## src/rtl/sub_divide_seq.sv

```systemverilog
// sub_divide_seq: sequential inverse of the multiply-add engine.
// Computes q = (o - constant) / b and r = (o - constant) % b with a
// restoring shift-subtract divider, using the same start/done handshake
// as the multiply-add block.
//
// Optional feature macro: DIVIDE_RADIX4_EN
//   undefined: one quotient bit per DIV cycle (2W DIV cycles, done after edge 2W+2)
//   defined  : two quotient bits per DIV cycle (W DIV cycles, done after edge W+2)
//
// Ports:
//   clk      in   rising-edge clock
//   rst      in   synchronous active-high reset
//   start    in   operation request, accepted in IDLE or FIN
//   o        in   2W-bit dividend before constant removal
//   constant in   W-bit value subtracted from o
//   b        in   W-bit divisor
//   q        out  2W-bit quotient (all ones on divide by zero)
//   r        out  W-bit remainder
//   done     out  result valid, held until next accepted start or reset
//   busy     out  operation in progress
//   err_div0 out  b was zero
//   err_neg  out  o < constant
//
// state | meaning
// IDLE  | waiting for start after reset
// SUB   | remove constant, detect errors, load divider
// DIV   | shift-subtract iterations
// FIN   | results valid, waiting for next start
module sub_divide_seq #(
  parameter int W = 8
) (
  input  logic           clk,
  input  logic           rst,
  input  logic           start,
  input  logic [2*W-1:0] o,
  input  logic [W-1:0]   constant,
  input  logic [W-1:0]   b,
  output logic [2*W-1:0] q,
  output logic [W-1:0]   r,
  output logic           done,
  output logic           busy,
  output logic           err_div0,
  output logic           err_neg
);

  typedef enum logic [1:0] {IDLE, SUB, DIV, FIN} state_t;

`ifdef DIVIDE_RADIX4_EN
  localparam int CNT_INIT = W - 1;
`else
  localparam int CNT_INIT = 2 * W - 1;
`endif
  localparam int CW = (CNT_INIT < 1) ? 1 : $clog2(CNT_INIT + 1);

  state_t         state;
  logic [2*W-1:0] o_l;
  logic [W-1:0]   c_l;
  logic [W-1:0]   b_l;
  // Dividend shifts out at the MSB while quotient bits shift in at the LSB,
  // so after the last iteration this register holds the quotient.
  logic [2*W-1:0] dvd;
  // Partial remainder is always < b, so W bits suffice; the W+1-bit trial
  // value below carries the shifted-out top bit into the compare.
  logic [W-1:0]   rem;
  logic [CW-1:0]  cnt;

  logic [2*W:0]   diff;
  logic [W:0]     r1;
  logic           q1;
  logic [W-1:0]   r1n;
  logic [2*W-1:0] dvd_next;
  logic [W-1:0]   rem_next;
`ifdef DIVIDE_RADIX4_EN
  logic [W:0]     r2;
  logic           q2;
  logic [W-1:0]   r2n;
`endif

  always_comb begin
    diff = {1'b0, o_l} - {{(W+1){1'b0}}, c_l};
    r1   = {rem, dvd[2*W-1]};
    q1   = (r1 >= {1'b0, b_l});
    // Difference is < b when q1 is set, so the low W bits are exact.
    r1n  = q1 ? (r1[W-1:0] - b_l) : r1[W-1:0];
`ifdef DIVIDE_RADIX4_EN
    r2       = {r1n, dvd[2*W-2]};
    q2       = (r2 >= {1'b0, b_l});
    r2n      = q2 ? (r2[W-1:0] - b_l) : r2[W-1:0];
    dvd_next = {dvd[2*W-3:0], q1, q2};
    rem_next = r2n;
`else
    dvd_next = {dvd[2*W-2:0], q1};
    rem_next = r1n;
`endif
  end

  always_ff @(posedge clk) begin
    if (rst) begin
      state    <= IDLE;
      q        <= '0;
      r        <= '0;
      done     <= 1'b0;
      busy     <= 1'b0;
      err_div0 <= 1'b0;
      err_neg  <= 1'b0;
    end else begin
      case (state)
        IDLE, FIN: begin
          if (start) begin
            o_l      <= o;
            c_l      <= constant;
            b_l      <= b;
            done     <= 1'b0;
            err_div0 <= 1'b0;
            err_neg  <= 1'b0;
            busy     <= 1'b1;
            state    <= SUB;
          end
        end
        SUB: begin
          if (b_l == '0) begin
            err_div0 <= 1'b1;
            q        <= '1;
            r        <= '0;
            done     <= 1'b1;
            busy     <= 1'b0;
            state    <= FIN;
          end else if (diff[2*W]) begin
            err_neg  <= 1'b1;
            q        <= '0;
            r        <= '0;
            done     <= 1'b1;
            busy     <= 1'b0;
            state    <= FIN;
          end else begin
            dvd   <= diff[2*W-1:0];
            rem   <= '0;
            cnt   <= CW'(CNT_INIT);
            state <= DIV;
          end
        end
        DIV: begin
          dvd <= dvd_next;
          rem <= rem_next;
          cnt <= cnt - 1'b1;
          if (cnt == '0) begin
            q     <= dvd_next;
            r     <= rem_next;
            done  <= 1'b1;
            busy  <= 1'b0;
            state <= FIN;
          end
        end
        default: state <= IDLE;
      endcase
    end
  end

endmodule

```

## config.mk

```make
export PLATFORM = sky130hd
export DESIGN_NAME = sub_divide_seq
export DESIGN_NICKNAME = d
export VERILOG_FILES = /design/src/rtl/sub_divide_seq.sv
export SDC_FILE = /design/constraint.sdc
export NUM_CORES = 1
export LEC_CHECK = 0
export ABC_CLOCK_PERIOD_IN_PS = 7640
export CAP_MARGIN = 0
export CORE_ASPECT_RATIO = 0.6
export CORE_UTILIZATION = 50
export CTS_CLUSTER_SIZE = 14
export DETAILED_ROUTE_END_ITERATION = 12
export PLACE_DENSITY_LB_ADDON = 0.25
export SLEW_MARGIN = 0
export SYNTH_ARGS = -nofsm -noshare
export SYNTH_HDL_FRONTEND = slang
export SYNTH_SLANG_ARGS = --single-unit
```

## constraint.sdc

```tcl
create_clock -name clk -period 7.64 [get_ports clk]
set_input_delay 0.764 -clock clk [delete_from_list [all_inputs] [get_ports clk]]
set_output_delay 0.764 -clock clk [all_outputs]
set_load 0.02 [all_outputs]
```

=== Word level (Yosys, flattened, before mapping) ===
Cells that the tools add are included.

* Bits in registers: 90
* Bits of input ports: 35
* Output and inout port bits: 28
* Logic and storage cells: 78

* Add/sub/neg operators: 3
* Order comparisons: 1
* Equal/unequal tests: 10
* Mux-type cells: 37
* Bitwise logic cells: 1
* Reduce and logical (&&, ||, !) cells: 13

{| class="wikitable"
|+ Operators by type and width
! cell !! number
|-
| $mux 16 || 5
|-
| $pmux 16 s2 || 2
|-
| $mux 8 || 6
|-
| $pmux 8 s2 || 2
|-
| $sub 16x8->17 || 1
|-
| $mux 1 || 12
|-
| $ne 2x2->1 const B || 6
|-
| $reduce_and 3->1 || 4
|-
| $ge 9x8->1 || 1
|-
| $logic_not 8->1 || 1
|-
| $mux 4 || 2
|-
| $pmux 4 s2 || 1
|-
| $reduce_and 4->1 || 2
|-
| $sub 8x8->8 || 1
|-
| $pmux 1 s3 || 2
|-
| $pmux 2 s3 || 1
|-
| $eq 2x2->1 const B || 2
|-
| $logic_not 4->1 || 1
|-
| $mux 2 || 2
|-
| $pmux 1 s2 || 2
|-
| $reduce_bool 2->1 || 2
|-
| $sub 4x1->4 const B || 1
|-
| $ne 3x3->1 const B || 1
|-
| $eq 2x1->1 const B || 1
|-
| other kinds (4) || 4
|}

=== Logic depth before layout (Yosys ltp) ===
* Depth in word-level cells: 4
* Mapped depth: 11
* Gate-level depth less buffers: 9

=== Worst setup path after synthesis ===
OpenSTA, ideal clock, no wires.

* Path type: register to register
* From: register c_l[0]
* To: register cnt[0] (enable)
* Setup time: 0.422 ns
* Arrival time: 3.229 ns
* Required time: 7.218 ns
* Setup slack: 3.989 ns
* Stages on the path, launching flop included: 9
* Buffers on the path: 1
* Period minus slack after synthesis: 3.651 ns
* Cells stage by stage: edfxtp_1 > ha_1 > fa_1 > nand2b_1 > a21oi_1 > o21a_1 > clkbuf_1 > o21ai_0 > a21oi_1

* Longest elaborated chain between the ends: 3

{| class="wikitable"
|+ Ends and longest elaborated chain
! element !! line !! source
|-
| start, declared || 57 || <nowiki>logic [W-1:0] c_l;</nowiki>
|-
| start signal, assigned || 111 || <nowiki>c_l <= constant;</nowiki>
|-
| $sub 16x8->17 || 80 || <nowiki>diff = {1'b0, o_l} - {{(W+1){1'b0}}, c_l};</nowiki>
|-
| $ne 2x2->1 (no line) || -- ||
|-
| $reduce_and 4->1 (no line) || -- ||
|-
| end signal, assigned || 138 || <nowiki>cnt <= CW'(CNT_INIT);</nowiki>
|-
| end signal, assigned || 145 || <nowiki>cnt <= cnt - 1'b1;</nowiki>
|-
| end, declared || 65 || <nowiki>logic [CW-1:0] cnt;</nowiki>
|}

No other way between the ends.
A chain may end at the register's enable or synchronous reset.

=== Final worst setup path ===
* From: register cnt[0]
* To: register q[13]

* Longest elaborated chain between the ends: 3

{| class="wikitable"
|+ Ends and longest elaborated chain
! element !! line !! source
|-
| $logic_not 4->1 || 146 || <nowiki>if (cnt == '0) begin</nowiki>
|-
| $ne 2x2->1 (no line) || -- ||
|-
| $reduce_and 3->1 (no line) || -- ||
|-
| end signal, assigned || 147 || <nowiki>q <= dvd_next;</nowiki>
|-
| end, declared || 38 || <nowiki>output logic [2*W-1:0] q,</nowiki>
|}

No other way between the ends.

==> results by group <==
Critical path
  – CP delay by family, top: compound AO/OA/AOI/OAI gates
  – Critical path's slowest cell: o21ai_0
  – Cell mode on critical path: o21ai_0
  – Worst path arrival time: 3.16 ns
  – Critical Path, Cell by Cell: inv_1 -> ha_1 -> nand2b_1 -> o21ai_0 -> o21ai_0 -> a211oi_4 -> buf_4 -> nor2_1 -> a311oi_2
  – Setup crit start kind: flip-flop
  – Critical path endpoint category: flip-flop
  – Critical path required time: 7.89 ns
  – CP peak stage delay: 0.54 ns
  – Critical-path maximum fanout: 34
  – Crit Path Class: flip-flop to flip-flop
  – Buf/Inv on CP: 2

Clock tree
  – Hold Buf Count CTS: 0
  – Clock Latency Late Sink: 0.34 ns
  – H-tree depth: 3
  – CTS buffer count: 9
  – Root Driver: clkbuf_16
  – Reg clk slew, reported paths: 0.06 ns
  – Clock sink total: 90
  – Post-CTS sizing: 0
  – Post-CTS Setup Repair Bufs: 0
  – CTS tree: built
  – Max Root-Sink Buffers: 2

Logic synthesis
  – #FFs+latches synth: 90
  – Synthesis Warnings: 0
  – Seq/Total Area, Yosys: 54.8%
  – Dominant cell type by area after synthesis: edfxtp_1
  – Cell variety after synth: 55
  – Most used flip-flop cell after synthesis: edfxtp_1
  – Syn Nets: 460
  – Post-Syn Instances: 404
  – Top cell type's share of synthesized area: 41.1%
  – Leading post-synthesis cells by cell area: edfxtp_1 41%, dfxtp_1 14%, ha_1 5.4%
  – EDFF count, synth: 60
  – Avg Cell Area, Syn: 10.9 um2
  – Mapped Area: 4380 um2
  – FFs w/ async S/R, synth: 0%

Finish
  – Nets: 523
  – Final core occ: 63.9%
  – Area Growth Syn to Fin: 23.8%
  – Most frequent cells in the layout: 62 x clkdlybuf4s50_1, 60 x edfxtp_1, 49 x nor2_1
  – # diodes: 0
  – Commonest non-fill, non-tap cell in the layout: clkdlybuf4s50_1
  – Share of cells above drive strength 1: 8.69%

Timing
  – Tmin final: 2.91 ns
  – Measured slew at the worst slew-check pin: 0.665 ns
  – Clock Skews: 0.00686 ns
  – Final setup fails: 0
  – Period Utilization, post-route: 38.1%
  – Setup Total Neg Slack: 0 ns
  – Max-slew violation count: 0
  – Final Hold Fails: 0
  – F_max: 344 MHz
  – Slew headroom: 55.2%
  – Unrepaired setup endpoints after global routing: no

Outcome
  – Status: complete, no violations

Flow run
  – Maxcap violations: 0

Global routing
  – Vias in the first global route: 2871
  – Layer with the highest usage: met1
  – GR Util met1: 34.5%
  – Met2 usage: 30.5%
  – All-Layer GR Usage: 22.6%
  – GR Overflow Total: 0
  – Global routing usage on met3: 6.52%
  – Largest net degree at the start of global routing: 44
  – First-pass GRT wire length: 14.9 mm
  – Initial antenna violation count: 0

Power
  – LEAKAGE: 1.98 nW
  – Pwr Total: 1.93 mW
  – Peak VDD IR: 0.000143 V
  – PD cells: 356 nW/um2

Placed design
  – Post-DP HPWL: 6.97 mm
  – PortBufs: 62
  – Routability cong.: 0.834

Detailed routing
  – Via/cell ratio: 5.43
  – Via count: 3172
  – Per-cell routed wire length: 16.3 um
  – ANT nets after route: 0
  – DR DRC count: 0
  – Initial drt markers: 271
  – DRT Pass-1 Iters: 7
  – Routed wire length: 9.50 mm

Floorplan
  – Starting Density: 51.6%
  – Floorplan Core Area: 8490 um2
  – Die height: 74.5 um
  – Row cnt: 26
  – I/O pin cnt: 63
  – Die span in x: 123 um
  – Die area: 9160 um2

Hold path
  – Worst Hold Class: flip-flop to flip-flop
==> tightest hold or removal path: cells and delay by family, from the launching register on <==
kind                   cells  cell delay, ns
AOI/OAI and AO/OA          1            0.08
buffers and inverters      1            0.05
DFF                        1            0.31
==> final timing paths <==
path	start	endpoint	slack [ns]	cells after the start
worst max-delay path	cnt[0]$_SDFFCE_PN1P_	q[13]$_SDFFE_PP0P_	4.73	9
worst min-delay path	r[6]$_SDFFE_PP0P_	r[6]$_SDFFE_PP0P_	0.50	2
worst max register to register	cnt[0]$_SDFFCE_PN1P_	q[13]$_SDFFE_PP0P_	4.73	9
worst min register to register	r[6]$_SDFFE_PP0P_	r[6]$_SDFFE_PP0P_	0.50	2
==> where the power goes <==
part | internal [mW] | switching [mW] | total, mW
registers | 0.665 | 0.0543 | 0.719
clock network | 0.280 | 0.174 | 0.454
logic | 0.303 | 0.453 | 0.757
total | 1.25 | 0.682 | 1.93
==> through the flow <==
step                      hold slack [ns]  std cells  cell area (um2)  setup WS (ns)
after global routing                0.526        584             5430           4.47
after CTS                           0.502        584             5430           4.77
after detailed placement            0.493        568             5120           4.77
final                               0.497        584             5430           4.73
after floorplan                     0.481        404             4380           3.99
after global placement              0.471        568             5120           4.82
==> final cells by class <==
class,instances,area [um2]
tap,112,140
inverter,32,120
fill,676,3060
timing repair buffer,68,666
multi-input combinational,266,1790
sequential,90,2400
clock buffer,14,274
clock inverter,2,35.0
==> kinds of logic after synthesis <==
kind of cell	share of synthesized area, %
AO/OA/AOI/OAI	16.1
XOR/XNOR	2.00
adder cells (fa/ha/maj)	6.34
buffers and inverters	4.54
flip-flops	54.8
multiplexers	1.71
AND/OR/NAND/NOR	14.5
==> synth_stat cells (3+ instances only) <==
| cell type | count |
|---|---|
| nor2b_1 | 3 |
| nand2_1 | 31 |
| a311oi_1 | 10 |
| nand3_1 | 9 |
| mux2i_1 | 3 |
| inv_1 | 32 |
| a21oi_1 | 14 |
| clkbuf_1 | 9 |
| dfxtp_1 | 30 |
| o21ai_0 | 22 |
| o31ai_1 | 3 |
| or3_1 | 4 |
| nand2b_1 | 10 |
| nor3_1 | 9 |
| o32ai_1 | 3 |
| a31o_2 | 3 |
| ha_1 | 19 |
| a211oi_1 | 8 |
| edfxtp_1 | 60 |
| xnor2_1 | 8 |
| nor2_1 | 50 |
| nor3b_1 | 5 |
| a311oi_2 | 5 |
| a31oi_1 | 3 |
| mux2_2 | 4 |
| o311ai_0 | 3 |
| buf_2 | 3 |
| o21a_1 | 5 |
==> routing by layer <==
| layer | part of all wire (%) | vias to the layer above |
|---|---|---|
| li1 | - | 1607 |
| met5 | 0 | - |
| met2 | 40 | 85 |
| met3 | 5.2 | 6 |
| met4 | 0.86 | 0 |
| met1 | 54 | 1474 |
==> registers in the layout (all words and copies together), names as in the netlist <==
| name | count |
|---|---|
| rem | 8 |
| dvd | 16 |
| busy | 1 |
| done | 1 |
| err_div0 | 1 |
| cnt | 4 |
| b_l | 8 |
| err_neg | 1 |
| state | 2 |
| q | 16 |
| r | 8 |
| o_l | 16 |
| c_l | 8 |
Note: power is estimated with default switching activity, not from simulation.
